### src/rtl/pipe_ctrl.sv
// pipe_ctrl: stall merging, exception flush/redirect, stall statistics and watchdog
module pipe_ctrl #(
   parameter logic [31:0] EXC_VECTOR = 32'h0000_0020,
   parameter int          WDOG_LIMIT = 1023
) (
   input  logic        clk,
   input  logic        rst,
   input  logic        stallreq_if,
   input  logic        stallreq_id,
   input  logic        stallreq_ex,
   input  logic        stallreq_mem,
   input  logic [31:0] excepttype_i,
   input  logic [31:0] cp0_epc_i,
   input  logic        bus_busy_i,
   output logic [5:0]  stall,
   output logic        flush,
   output logic [31:0] new_pc,
   output logic [31:0] stall_cnt,
   output logic [15:0] flush_cnt,
   output logic        wdog_trip
);
   localparam logic [1:0]  RUN      = 2'd0;
   localparam logic [1:0]  WAIT_BUS = 2'd1;
   localparam logic [1:0]  HOLDOFF  = 2'd2;
   localparam logic [15:0] WLIM     = 16'(WDOG_LIMIT);
   localparam logic [31:0] ERET     = 32'h0000_000e;

   logic [1:0]  state, state_nxt;
   logic [31:0] pend_pc;
   logic [15:0] wdog_cnt, wdog_nxt;
   logic        exc, latch_pc;
   logic [31:0] tgt;
   logic [5:0]  enc;

   assign exc = |excepttype_i;
   assign tgt = (excepttype_i == ERET) ? cp0_epc_i : EXC_VECTOR;
   assign enc = stallreq_mem ? 6'b011111 :
                stallreq_ex ? 6'b001111 :
                (stallreq_id | stallreq_if) ? 6'b000111 : 6'b000000;
   assign latch_pc = !rst && state == RUN && exc && bus_busy_i;
   assign wdog_nxt = (flush || !stall[0]) ? 16'd0 :
                     (wdog_cnt == WLIM) ? wdog_cnt : wdog_cnt + 16'd1;

   // outputs and next state; flush always wins over stall, reset forces everything idle
   always_comb begin
      stall = 6'b000000;
      flush = 1'b0;
      new_pc = 32'd0;
      state_nxt = RUN;
      if (!rst)
         case (state)
            RUN: begin
               flush = exc && !bus_busy_i;
               new_pc = flush ? tgt : 32'd0;
               stall = exc ? (bus_busy_i ? 6'b011111 : 6'b000000) : enc;
               state_nxt = exc ? (bus_busy_i ? WAIT_BUS : HOLDOFF) : RUN;
            end
            WAIT_BUS: begin
               flush = !bus_busy_i;
               new_pc = flush ? pend_pc : 32'd0;
               stall = bus_busy_i ? 6'b011111 : 6'b000000;
               state_nxt = bus_busy_i ? WAIT_BUS : HOLDOFF;
            end
            HOLDOFF: begin
               stall = enc;
               state_nxt = RUN;
            end
            default: state_nxt = RUN;
         endcase
   end

   // state, deferred target, statistics and sticky watchdog flag
   always_ff @(posedge clk) begin
      if (rst) begin
         state <= RUN;
         pend_pc <= 32'd0;
         stall_cnt <= 32'd0;
         flush_cnt <= 16'd0;
         wdog_cnt <= 16'd0;
         wdog_trip <= 1'b0;
      end else begin
         state <= state_nxt;
         pend_pc <= latch_pc ? tgt : pend_pc;
         stall_cnt <= stall_cnt + 32'(stall[0]);
         flush_cnt <= flush_cnt + 16'(flush);
         wdog_cnt <= wdog_nxt;
         wdog_trip <= wdog_trip | (wdog_nxt == WLIM);
      end
   end
endmodule

### config.mk
export PLATFORM = sky130hd
export DESIGN_NAME = pipe_ctrl
export DESIGN_NICKNAME = d
export VERILOG_FILES = /design/src/rtl/pipe_ctrl.sv
export SDC_FILE = /design/constraint.sdc
export NUM_CORES = 1
export LEC_CHECK = 0
export CAP_MARGIN = 20
export CELL_PAD_IN_SITES_DETAIL_PLACEMENT = 1
export CELL_PAD_IN_SITES_GLOBAL_PLACEMENT = 1
export CORE_ASPECT_RATIO = 0.5
export CORE_MARGIN = 3
export CORE_UTILIZATION = 35
export CTS_BUF_LIST = sky130_fd_sc_hd__clkbuf_4
export CTS_CLUSTER_DIAMETER = 80
export DETAILED_ROUTE_END_ITERATION = 8
export PLACE_DENSITY_LB_ADDON = 0.1
export RECOVER_POWER = 100
export SETUP_SLACK_MARGIN = 0.1
export SLEW_MARGIN = 20
export SYNTH_ARGS = -nofsm -noshare
export SYNTH_HDL_FRONTEND = slang
export SYNTH_SLANG_ARGS = --single-unit
### constraint.sdc
create_clock -name clk -period 3.9 [get_ports clk]
set_input_delay 0.39 -clock clk [delete_from_list [all_inputs] [get_ports clk]]
set_output_delay 0.39 -clock clk [all_outputs]
set_load 0.01 [all_outputs]
==> flow_metrics.env <==
export IMPL_outcome="finished, final reports clean"
export IMPL_grt_pass1_wl_um=25300
export IMPL_core_area_sq_mm=0.0138
export IMPL_detailedPlace_worstSlack_ns=-0.113
export IMPL_floorplan_initialDensity_pct=36.3
export IMPL_power_frac_comb_pct=10.2
export IMPL_drt_drc_violations_left=0
export IMPL_drive_above_1_share_pct=5.79
export IMPL_timing_setup_critical_path_class="in2out"
export IMPL_setup_reg_to_reg_worst_slack_ns=0.51
export IMPL_final_power_mw=1.80
export IMPL_cts_htree_levels=3
export IMPL_worst_path_dominant_cell_family="buffers and inverters"
export IMPL_layout_cell_area_non_filler_sq_mm=0.00682
export IMPL_die_w_um=175
export IMPL_final_net_count=831
export IMPL_main_combinational_cell_family_by_area_after_synthesis="simple AND/OR/NAND/NOR gates"
export IMPL_internal_power_mw=1.32
export IMPL_synth_net_count=698
export IMPL_required_ns=3.51
export IMPL_hold_path_depth=4
export IMPL_power_per_cell_area_mw_per_mm2=263
export IMPL_std_cell_rows=30
export IMPL_placed_cells=936
export IMPL_netlist_instances=622
export IMPL_r2r_end="stall_cnt[26]"
export IMPL_synth_lib_cells_used_distinct=52
export IMPL_critical_path_arrival_ns=3.20
export IMPL_power_switching_mw=0.481
export IMPL_io_pins=159
export IMPL_critical_path_endpoint_type="primary output"
export IMPL_rsz0062_at_grt="no"
export IMPL_crit_chain="clkdlybuf4s50_1 -> nor4_1 -> nand4_1 -> nor4_4 -> buf_4 -> nor4_2 -> buf_2 -> a32oi_1 -> nor2_1 -> dlygate4sd3_1"
export IMPL_final_critical_path_setup_slack_ns=0.310
export IMPL_reg2reg_from="state[1]"
export IMPL_hold_path_startpoint="rst"
export IMPL_post_detailed_route_via_to_cell_ratio=5.24
export IMPL_postSynthAreaPerCell_sq_um=8.04
export IMPL_hp_class="in2reg"
export IMPL_tritoncts_num_buffers=9
export IMPL_static_leakage_power_nw=2.34
export IMPL_max_vdd_ir_drop_v=0.000153
export IMPL_netlist_area_sq_mm=0.00500
export IMPL_dr_first_iter_drc_count=216
export IMPL_postCtsSetupRepairBufs=0
export IMPL_clock_tree_buffer_depth=2
export IMPL_pin_count_of_the_biggest_net_entering_global_routing=71
export IMPL_final_max_slew_violation_count=0
export IMPL_slowest_stage_delay_cp_ns=0.61
export IMPL_sw_frac_of_total_pct=26.8
export IMPL_synth_simple_gate_area_share_pct=29.9
export IMPL_place_hpwl_um=11100
export IMPL_startpoint_type="input pin"
export IMPL_overflow_left_after_global_routing=0
export IMPL_fp_dieArea_sq_mm=0.0159
export IMPL_r2r_cells=11
export IMPL_clkLatencyLatePin_ns=0.46
export IMPL_clock_power_share_pct=32.6
export IMPL_gp_routability_congestion=0.765
export IMPL_cts_tree="built"
export IMPL_fmaxAchievable_mhz=279
export IMPL_min_delay_worst_endpoint="wdog_cnt[9]"
export IMPL_post_synth_mux_area_share_pct=0.400
export IMPL_worst_slew_margin_rel_pct=7.07
export IMPL_synth_fa_ha_area_share_pct=1.25
export IMPL_finalCritPeriodShare_pct=92.1
export IMPL_synth_xor_area_share_pct=7.18
export IMPL_cts_num_sinks=99
export IMPL_clk_root_buffer_cell="sky130_fd_sc_hd__clkbuf_4"
export IMPL_cts_resized=0
export IMPL_synthesis_yosys_warnings=0
export IMPL_seq_power_share_pct=57.2
export IMPL_syn_to_final_growth_pct=36.4
export IMPL_setup_violations_final=0
export IMPL_cpMaxStageDelayCell="sky130_fd_sc_hd__dlygate4sd3_1"
export IMPL_finalHoldViolations=0
export IMPL_drt_pass1_iterations=4
export IMPL_placement_io_buffers=157
export IMPL_hold_slack_ns=0.445
export IMPL_final_cells=953
export IMPL_synth_top_flop_cell="sky130_fd_sc_hd__dfxtp_1"
export IMPL_maxCapViolCount=0
export IMPL_ctsHoldBuffers=0
export IMPL_synth_compound_area_share_pct=15.9
export IMPL_max_slew_worst_pin_slew_ns=1.39
export IMPL_finalSetupTns_ns=0
export IMPL_synth_seq_cells=99
export IMPL_routedWlPerCell_um=15.9
export IMPL_period_needed_ns=3.59
export IMPL_first_global_vias=5049
export IMPL_synth_async_sr_flop_share_pct=0
export IMPL_synth_edff_count=0
export IMPL_vias=4997
export IMPL_path_max_fanout=32
export IMPL_drt_wl_total_um=15100
export IMPL_placed_area_sq_mm=0.00671
export IMPL_antenna_left=0
export IMPL_antenna_found_initial=0
export IMPL_cp_num_buf_inv=4
export IMPL_track_usage_pct=19.1
export IMPL_skew_ns=0.0319
export IMPL_final_core_utilization_pct=49.5
export IMPL_seq_area_frac_synth_pct=39.6
export IMPL_die_height_um=90.5
export IMPL_worst_setup_hold_path_clk_slew_ns=0.15
final cells by class:
type	count	area, sq um
clock buffer	9	67.6
multi-input combinational	461	2730
inverter	16	60.1
fill	1674	6950
tap	192	240
sequential	99	1980
clock inverter	7	85.1
timing repair buffer	168	1660
antenna	1	2.50
cells in the mapped netlist (5+ instances only):
| cell | instances | share of area [%] |
|---|---|---|
| sky130_fd_sc_hd__nor2_4 | 9 | 2.0 |
| sky130_fd_sc_hd__dfxtp_1 | 99 | 40 |
| sky130_fd_sc_hd__buf_2 | 13 | 1.3 |
| sky130_fd_sc_hd__clkbuf_1 | 27 | 2.0 |
| sky130_fd_sc_hd__xor2_1 | 22 | 3.9 |
| sky130_fd_sc_hd__and2_1 | 5 | 0.63 |
| sky130_fd_sc_hd__a21oi_1 | 25 | 2.5 |
| sky130_fd_sc_hd__nand4_1 | 16 | 2.0 |
| sky130_fd_sc_hd__nand3_1 | 50 | 5.0 |
| sky130_fd_sc_hd__a32oi_1 | 31 | 5.4 |
| sky130_fd_sc_hd__nand2_1 | 62 | 4.7 |
| sky130_fd_sc_hd__o21ai_0 | 53 | 5.3 |
| sky130_fd_sc_hd__nor4_1 | 8 | 1.0 |
| sky130_fd_sc_hd__and4_1 | 7 | 1.2 |
| sky130_fd_sc_hd__xnor2_1 | 19 | 3.3 |
| sky130_fd_sc_hd__inv_1 | 14 | 1.1 |
| sky130_fd_sc_hd__nor3_1 | 14 | 1.4 |
| sky130_fd_sc_hd__or3_1 | 20 | 2.5 |
| sky130_fd_sc_hd__ha_1 | 5 | 1.3 |
| sky130_fd_sc_hd__nor2_1 | 73 | 5.5 |
sequential cells by signal, summed over array words and instances (netlist names):
signal	flops
pend_pc	32
stall_cnt	32
flush_cnt	16
wdog_cnt	16
state	2
wdog_trip	1
layer usage:
metal	vias to the layer above	part of all wire [%]	track usage, %
li1	2478	-	-
met1	2438	45	23.7
met2	75	52	34.9
met3	6	3.1	3.40
met4	0	0.44	3.91
met5	-	0	0
cell families (layout without fill, tap and decap cells):
family / count (synthesis) / in the layout
AO/OA/AOI/OAI: 125 / 125
XOR/XNOR: 41 / 41
adder cells (fa/ha/maj): 5 / 5
buffers and inverters: 62 / 200
flip-flops: 99 / 99
multiplexers: 2 / 2
other: 1 / 2
AND/OR/NAND/NOR: 287 / 287
power by group through the flow:
stage | clock network [mW] | registers [mW] | logic [mW]
3_5_place_dp | 0 | 1.05 | 0.193
2_1_floorplan | 0 | 1.05 | 0.0812
4_1_cts | 0.614 | 1.03 | 0.193
5_1_grt | 0.653 | 1.03 | 0.199
6_report | 0.586 | 1.03 | 0.183
3_3_place_gp | 0 | 1.05 | 0.189
placed cells by master, fill, tap and decap left out, drive strengths merged, types with 2 or more instances in the layout:
master / count
clkbuf: 13
a21oi: 25
xor2: 22
or3: 20
dfxtp: 99
nand4b: 2
o21ai: 53
mux2i: 2
dlygate4sd3: 56
buf: 8
xnor2: 19
nor2b: 4
a32oi: 31
nand4: 17
nand2b: 2
inv: 17
o211ai: 3
nor2: 82
nor3: 15
a211oi: 2
nand2: 62
nor4: 12
and2: 6
a211o: 3
ha: 5
or2: 2
and4: 7
nand3: 50
clkinv: 5
clkdlybuf4s50: 100
and3: 4
how the worst max path moves through the flow:
stage	slack (ns)	cells after the start	from	endpoint
4_1_cts	0.40	14	excepttype_i[0]	stall_cnt[26]
6_report	0.31	10	excepttype_i[0]	new_pc[11]
3_5_place_dp	-0.11	15	excepttype_i[0]	stall_cnt[30]
5_1_grt	0.08	10	excepttype_i[6]	new_pc[11]
2_1_floorplan	0.27	16	excepttype_i[0]	stall_cnt[22]
3_3_place_gp	0.07	15	excepttype_i[0]	stall_cnt[28]
tightest hold or removal path: stages:
cell and delay [ns]:
sky130_fd_sc_hd__buf_2 0.13, sky130_fd_sc_hd__clkinv_1 0.10, sky130_fd_sc_hd__o2111ai_1 0.10, sky130_fd_sc_hd__a21oi_1 0.12
Note: power is estimated with default switching activity, not from simulation.
